==> src/rtl/serial_add_ctrl.sv <==
// serial_add_ctrl: bit-serial LSB-first adder controller driving a two-half-adder full adder
module serial_add_ctrl #(
    parameter int WIDTH = 8
) (
    input  logic             clk,
    input  logic             rst_n,
    input  logic             start,
    input  logic [WIDTH-1:0] a,
    input  logic [WIDTH-1:0] b,
    output logic             busy,
    output logic             done,
    output logic [WIDTH-1:0] sum,
    output logic             carry_out
);
    localparam int CW = $clog2(WIDTH) + 1;
    localparam logic [CW-1:0] last_cnt = CW'(WIDTH - 1);

    typedef enum logic [1:0] {IDLE, RUN, DONE} state_t;

    state_t           state;
    logic [WIDTH-1:0] a_sh;
    logic [WIDTH-1:0] b_sh;
    logic [WIDTH-1:0] acc;
    logic [WIDTH-1:0] acc_next;
    logic             c;
    logic [CW-1:0]    cnt;
    logic             s1;
    logic             c1;
    logic             c2;
    logic             bit_sum;
    logic             bit_carry;

    half_adder ha1 (.x(a_sh[0]), .y(b_sh[0]), .s(s1),      .co(c1));
    half_adder ha2 (.x(s1),      .y(c),       .s(bit_sum), .co(c2));

    assign bit_carry = c1 | c2;
    // new bit enters at the MSB so that after WIDTH edges bit 0 sits at the LSB
    assign acc_next  = (acc >> 1) | (WIDTH'(bit_sum) << (WIDTH - 1));

    // control FSM with registered handshake, operand shifters and result registers
    always_ff @(posedge clk) begin
        if (!rst_n) begin
            state     <= IDLE;
            a_sh      <= '0;
            b_sh      <= '0;
            acc       <= '0;
            c         <= 1'b0;
            cnt       <= '0;
            busy      <= 1'b0;
            done      <= 1'b0;
            sum       <= '0;
            carry_out <= 1'b0;
        end else begin
            case (state)
                IDLE: begin
                    if (start) begin
                        a_sh  <= a;
                        b_sh  <= b;
                        c     <= 1'b0;
                        cnt   <= '0;
                        acc   <= '0;
                        busy  <= 1'b1;
                        state <= RUN;
                    end
                end
                RUN: begin
                    acc  <= acc_next;
                    c    <= bit_carry;
                    a_sh <= a_sh >> 1;
                    b_sh <= b_sh >> 1;
                    cnt  <= cnt + CW'(1);
                    if (cnt == last_cnt) begin
                        sum       <= acc_next;
                        carry_out <= bit_carry;
                        done      <= 1'b1;
                        state     <= DONE;
                    end
                end
                DONE: begin
                    done  <= 1'b0;
                    busy  <= 1'b0;
                    state <= IDLE;
                end
                default: state <= IDLE;
            endcase
        end
    end
endmodule

module half_adder (
    input  logic x,
    input  logic y,
    output logic s,
    output logic co
);
    assign s  = x ^ y;
    assign co = x & y;
endmodule

==> config.mk <==
export PLATFORM = sky130hd
export DESIGN_NAME = serial_add_ctrl
export DESIGN_NICKNAME = d
export VERILOG_FILES = /design/src/rtl/serial_add_ctrl.sv
export SDC_FILE = /design/constraint.sdc
export NUM_CORES = 1
export LEC_CHECK = 0
export BUFFER_PORTS_ARGS = -buffer_cell sky130_fd_sc_hd__buf_4
export CAP_MARGIN = 30
export CORE_ASPECT_RATIO = 1.2
export CORE_MARGIN = 2
export CORE_UTILIZATION = 55
export DETAILED_ROUTE_END_ITERATION = 8
export GPL_ROUTABILITY_DRIVEN = 0
export GPL_TIMING_DRIVEN = 0
export PLACE_DENSITY = 0.75
export SLEW_MARGIN = 20
export SYNTH_ARGS = -nofsm -noshare
export SYNTH_HDL_FRONTEND = slang
export SYNTH_SLANG_ARGS = --single-unit
==> constraint.sdc <==
create_clock -name clk -period 1.95 [get_ports clk]
set_input_delay 0.39 -clock clk [delete_from_list [all_inputs] [get_ports clk]]
set_output_delay 0.39 -clock clk [all_outputs]
set_load 0.02 [all_outputs]
Word level (Yosys, flattened, before mapping)
Index checks and enable logic that the tools add are counted.
- flip-flop bits (word level): 42
- latch bits: 0
- RAM bits: 0
- ROM bits: 0
- input bits: 19
- logic and storage cells: 48
- memories: 0
- $add $sub $neg: 1
- multipliers: 0
- divide/modulo/power cells: 0
- magnitude comparators: 0
- equality and inequality tests: 5
- shift-type cells: 0
- muxes and demuxes: 17
- bitwise logic cells: 6
- reduce and logical (&&, ||, !) cells: 9
- operator list (kind ; number):
    8-bit one-hot mux with 2 select lines ; 3
    8-bit two-way mux ; 3
    2-bit AND reduction ; 5
    7-bit by 8-bit OR with 8-bit output ; 1
    4-bit one-hot mux with 2 select lines ; 1
    1-bit one-hot mux with 2 select lines ; 3
    2-bit nonzero test ; 3
    4-bit by 1-bit adder with 4-bit output, second input constant ; 1
    4-bit by 3-bit == test with 1-bit output, second input constant ; 1
    2-bit two-way mux ; 2
    4-bit two-way mux ; 1
    2-bit inequality test, second input constant ; 2
    2-bit one-hot mux with 2 select lines ; 1
    1-bit two-way mux ; 3
    1-bit AND ; 2
    2-bit by 1-bit == test with 1-bit output, second input constant ; 1
    2-bit == test, second input constant ; 1
    2-bit logical NOT ; 1
    1-bit XOR ; 2
    1-bit OR ; 1

Logic depth before layout (Yosys ltp)
- depth after elaboration: 4
- gate-level depth with buffers: 5

Hierarchy
Synthesis repeated with hierarchy kept, for this count alone.
- cell total of the unflattened synthesis: 193
- area total of the unflattened synthesis: 1716.6 sq um
- by module, submodules not included (module ; instances ; cells each ; area an instance (sq um) ; sequential area each (sq um)):
    serial_add_ctrl ; 1 ; 191 ; 1691.6 ; 820.8
    half_adder ; 2 ; 1 ; 12.5 ; 0.0

Worst setup path before layout
OpenSTA, ideal clock, no wires.
- path type: reg-to-reg
- from: reg state[0]
- to: reg carry_out
- data arrival time: 1107 ps
- data required time: 1878 ps
- path slack: 772 ps
- stages on the path, launching flop included: 6
- clock period less this slack: 1178 ps
- cell sequence: dfxtp_1 buf_6 nor2b_4 and4b_4 buf_6 mux2i_1
- longest elaborated chain between the ends: 2
- RTL lines (what ; line ; text):
    start: declaration ; 20 ; state_t state;
    start signal: assignment ; 43 ; state <= IDLE;
    start signal: assignment ; 63 ; state <= RUN;
    start signal: assignment ; 76 ; state <= DONE;
    2-bit by 1-bit == test with 1-bit output ; 54 ; case (state)
    2-bit AND reduction (no source line) ; n/a ;
    end signal: assignment ; 74 ; carry_out <= bit_carry;
    end: declaration ; 13 ; output logic carry_out
No other way between the ends.
A chain may end at the register's enable or synchronous reset.

Worst setup path in the final report
- from: reg state[1]
- to: reg a_sh[4]
- longest elaborated chain between the ends: 3
- elaborated cells between the ends (all ways): 6
- RTL lines (what ; line ; text):
    2-bit by 1-bit == test with 1-bit output / 2-bit logical NOT (equally long branches) ; 54 ;
    2-bit nonzero test (no source line) / 2-bit inequality test (equally long branches) ; n/a ;
    2-bit AND reduction (no source line) ; n/a ;
    end signal: assignment ; 69 ; a_sh <= a_sh >> 1;
    end: declaration ; 21 ; logic [WIDTH-1:0] a_sh;
Parallel ways exist; a longest one is shown, timed or not.

==> out/metrics.yaml <==
outcome:
  status: "finished, final reports clean"
placement:
  post-place-ws_ns: 0.444
  io_buffers: 29
  place_inst: 260
  hpwl_um: 2730
  dpl-instance-area_mm2: 0.00208
cts:
  clock_sinks: 41
  cts_buffers: 5
  ctsHoldBuffers: 0
  clockBufferDepth: 2
  clk_latency_ns: 0.34
  cts_root_buf: "clkbuf_4"
  clk_pin_slew_ns: 0.12
  cts_tree: "built"
  htreeDepth: 2
  cts_resized: 0
  cts_setup_buffers: 0
grt:
  first_global_vias: 1529
  track_usage: 0.223
  antenna_found_initial: 0
  grt_first_pass_wirelength_um: 6570
  grt_max_degree: 13
  grt_overflow_total: 0
finish:
  final_nets: 252
  layout-drive-gt1-share: 0.220
  area_growth_pct: 18.3
  postLayoutCellArea_mm2: 0.00215
  n_antenna_cell: 0
  stdcell_count: 268
setup_path:
  reg2regPathDepth: 5
  regToRegEndpoint: "a_sh[4]$_SDFFE_PN0P_"
  path_cells: "buf_4 -> inv_1 -> buf_4 -> o221ai_1 -> a21oi_1"
  crit_type: "reg2reg"
  cp_max_fo: 10
  critPathArrivalTime_ns: 1.51
  crit_path_start_kind: "flop"
  cp_slowest_cell: "dfxtp_1"
  ff2ff_setup_slack_ns: 0.65
  cp_top_family: "buffers and inverters"
  worst_path_largest_cell_delay_ns: 0.43
  cp.required_ns: 2.16
  end_kind: "flop"
  critPathBufInv: 3
  regToRegStartpoint: "state[1]$_SDFFE_PN0P_"
  crit_top_cell: "buf_4"
timing:
  setup_violations: 0
  worst_slew_pin_slew_ns: 0.485
  hold_viol_final: 0
  fmax_mhz: 770
  tns_ns: 0
  finalCritPeriodShare: 0.666
  drv_slew: 0
  post-route-min-period_ns: 1.30
  worst_slack_ns: 0.652
  maxSlewHeadroom: 0.677
  fin_skew_ns: 0.00977
  rsz0062_at_grt: "no"
hold_path:
  hold_path_depth: 3
  holdPathEnd: "b_sh[0]$_SDFFE_PN0P_"
  hold_path.class: "in2reg"
  hp-start: "b[0]"
logic_synthesis:
  synth_cells: 195
  synth_ff_type: "dfxtp_1"
  synthArstFlopShare: 0
  synth_seq_cells: 41
  yosys.area.top_type: "dfxtp_1"
  yosysTopAreaCellShare: 0.451
  seq_area_frac_synth: 0.451
  syn_nets: 216
  yosysUniqueCellTypes: 35
  synth_area_leaders: "dfxtp_1 (45%), o221ai_1 (6.7%), or3b_1 (5.8%)"
  syn-cell-area_mm2: 0.00182
  yosys_warnings: 0
  synth_edf_count: 0
  avgSynthCellArea_um2: 9.34
power:
  powerDensity_mw_per_mm2: 720
  power_leakage_nw: 0.851
  ir_drop_mv: 0.567
routing:
  dr.pass1.iters: 5
  viasPerCell: 5.71
  ant_nets: 0
  drtIter0Drc: 56
  wl_per_cell_um: 14.2
  vias: 1530
  routed_wl_um: 3800
  drc: 0
floorplan:
  start_util: 0.586
  die_h_um: 67.0
  die_w_um: 56.5
  die_area_mm2: 0.00379
  pin_count: 30
  coreArea_mm2: 0.00311
  row_count: 22
run:
  cap_violations: 0
[Yosys cell counts, types with 3 or more instances]
cell type  instances
a21oi_1           16
a22oi_1            9
buf_2              5
buf_4              3
clkbuf_1           5
dfxtp_1           41
inv_1              4
mux2i_1           10
nand2_1           21
nor2_1            12
o21ai_0           12
o221ai_1          14
or3b_1            12
[through the flow]
| step | hold WS (ns) | total power, mW | utilization |
|---|---|---|---|
| after detailed placement | 0.448 | 1.10 | 0.670 |
| final | 0.347 | 1.55 | 0.693 |
| after global placement | 0.445 | 1.09 | 0.670 |
| after CTS | 0.338 | 1.56 | 0.693 |
| after floorplan | 0.438 | 1.03 | - |
| after global routing | 0.338 | 1.63 | 0.693 |
[worst max-delay path by stage]
| stage | startpoint | endpoint | slack (ns) | cells past startpoint |
|---|---|---|---|---|
| 2_1_floorplan | state[0]$_SDFFE_PN0P_ | carry_out$_SDFFE_PN0P_ | 0.77 | 5 |
| 3_3_place_gp | rst_n | b_sh[5]$_SDFFE_PN0P_ | 0.43 | 5 |
| 3_5_place_dp | rst_n | a_sh[2]$_SDFFE_PN0P_ | 0.44 | 5 |
| 4_1_cts | state[0]$_SDFFE_PN0P_ | sum[3]$_SDFFE_PN0P_ | 0.65 | 5 |
| 5_1_grt | state[1]$_SDFFE_PN0P_ | acc[7]$_SDFFE_PN0P_ | 0.54 | 5 |
| 6_report | state[1]$_SDFFE_PN0P_ | a_sh[4]$_SDFFE_PN0P_ | 0.65 | 5 |
[power breakdown]
group	internal [mW]	switching (mW)	leakage (nW)
logic	0.0871	0.0926	0.474
clock network	0.209	0.264	0.0413
registers	0.873	0.0267	0.335
[registers in the layout, summed over array words and instances (netlist names), 2 cells and up]
name / flops
acc: 7
cnt: 4
state: 2
a_sh: 8
b_sh: 8
sum: 8
[layout by cell type (no fill, tap or decap), drive strengths merged, types with 9 or more instances in the layout]
| cell type | netlist | layout |
|---|---|---|
| dfxtp | 41 | 41 |
| buf | 12 | 41 |
| nand2 | 21 | 21 |
| a21oi | 16 | 16 |
| o221ai | 14 | 14 |
| o21ai | 13 | 13 |
| or3b | 12 | 12 |
| nor2 | 12 | 12 |
| clkbuf | 5 | 12 |
| mux2i | 10 | 10 |
| a22oi | 9 | 9 |
[kinds of logic after synthesis]
logic type,Yosys count,synth area share
AO/OA/AOI/OAI,61,0.225
AND/OR/NAND/NOR,60,0.190
flip-flops,41,0.451
buffers and inverters,21,0.0611
multiplexers,10,0.0549
adder cells (fa/ha/maj),2,0.0179
[metal layers]
metal	routed length (um)	global-route usage	vias to the layer above	part of all wire
met5	0	0	-	0
li1	-	-	786	-
met3	168	0.0583	6	0.044
met1	1590	0.251	706	0.42
met2	2000	0.398	32	0.52
met4	53	0.0923	0	0.014
[tightest hold or removal path, stage by stage]
cell,delay [ns]
buf_4,0.08
o22ai_1,0.06
a21oi_1,0.13
[area by class of cell]
type                            count  area [um^2]
Fill cell                         261          956
Multi-Input combinational cell    133          890
Sequential cell                    41          821
Timing Repair Buffer               29          218
Buffer                             17         96.3
Clock buffer                        7         65.1
Tap cell                           36         45.0
Inverter                            4         15.0
Clock inverter                      1         5.00
Note: power is estimated with default switching activity, not from simulation.
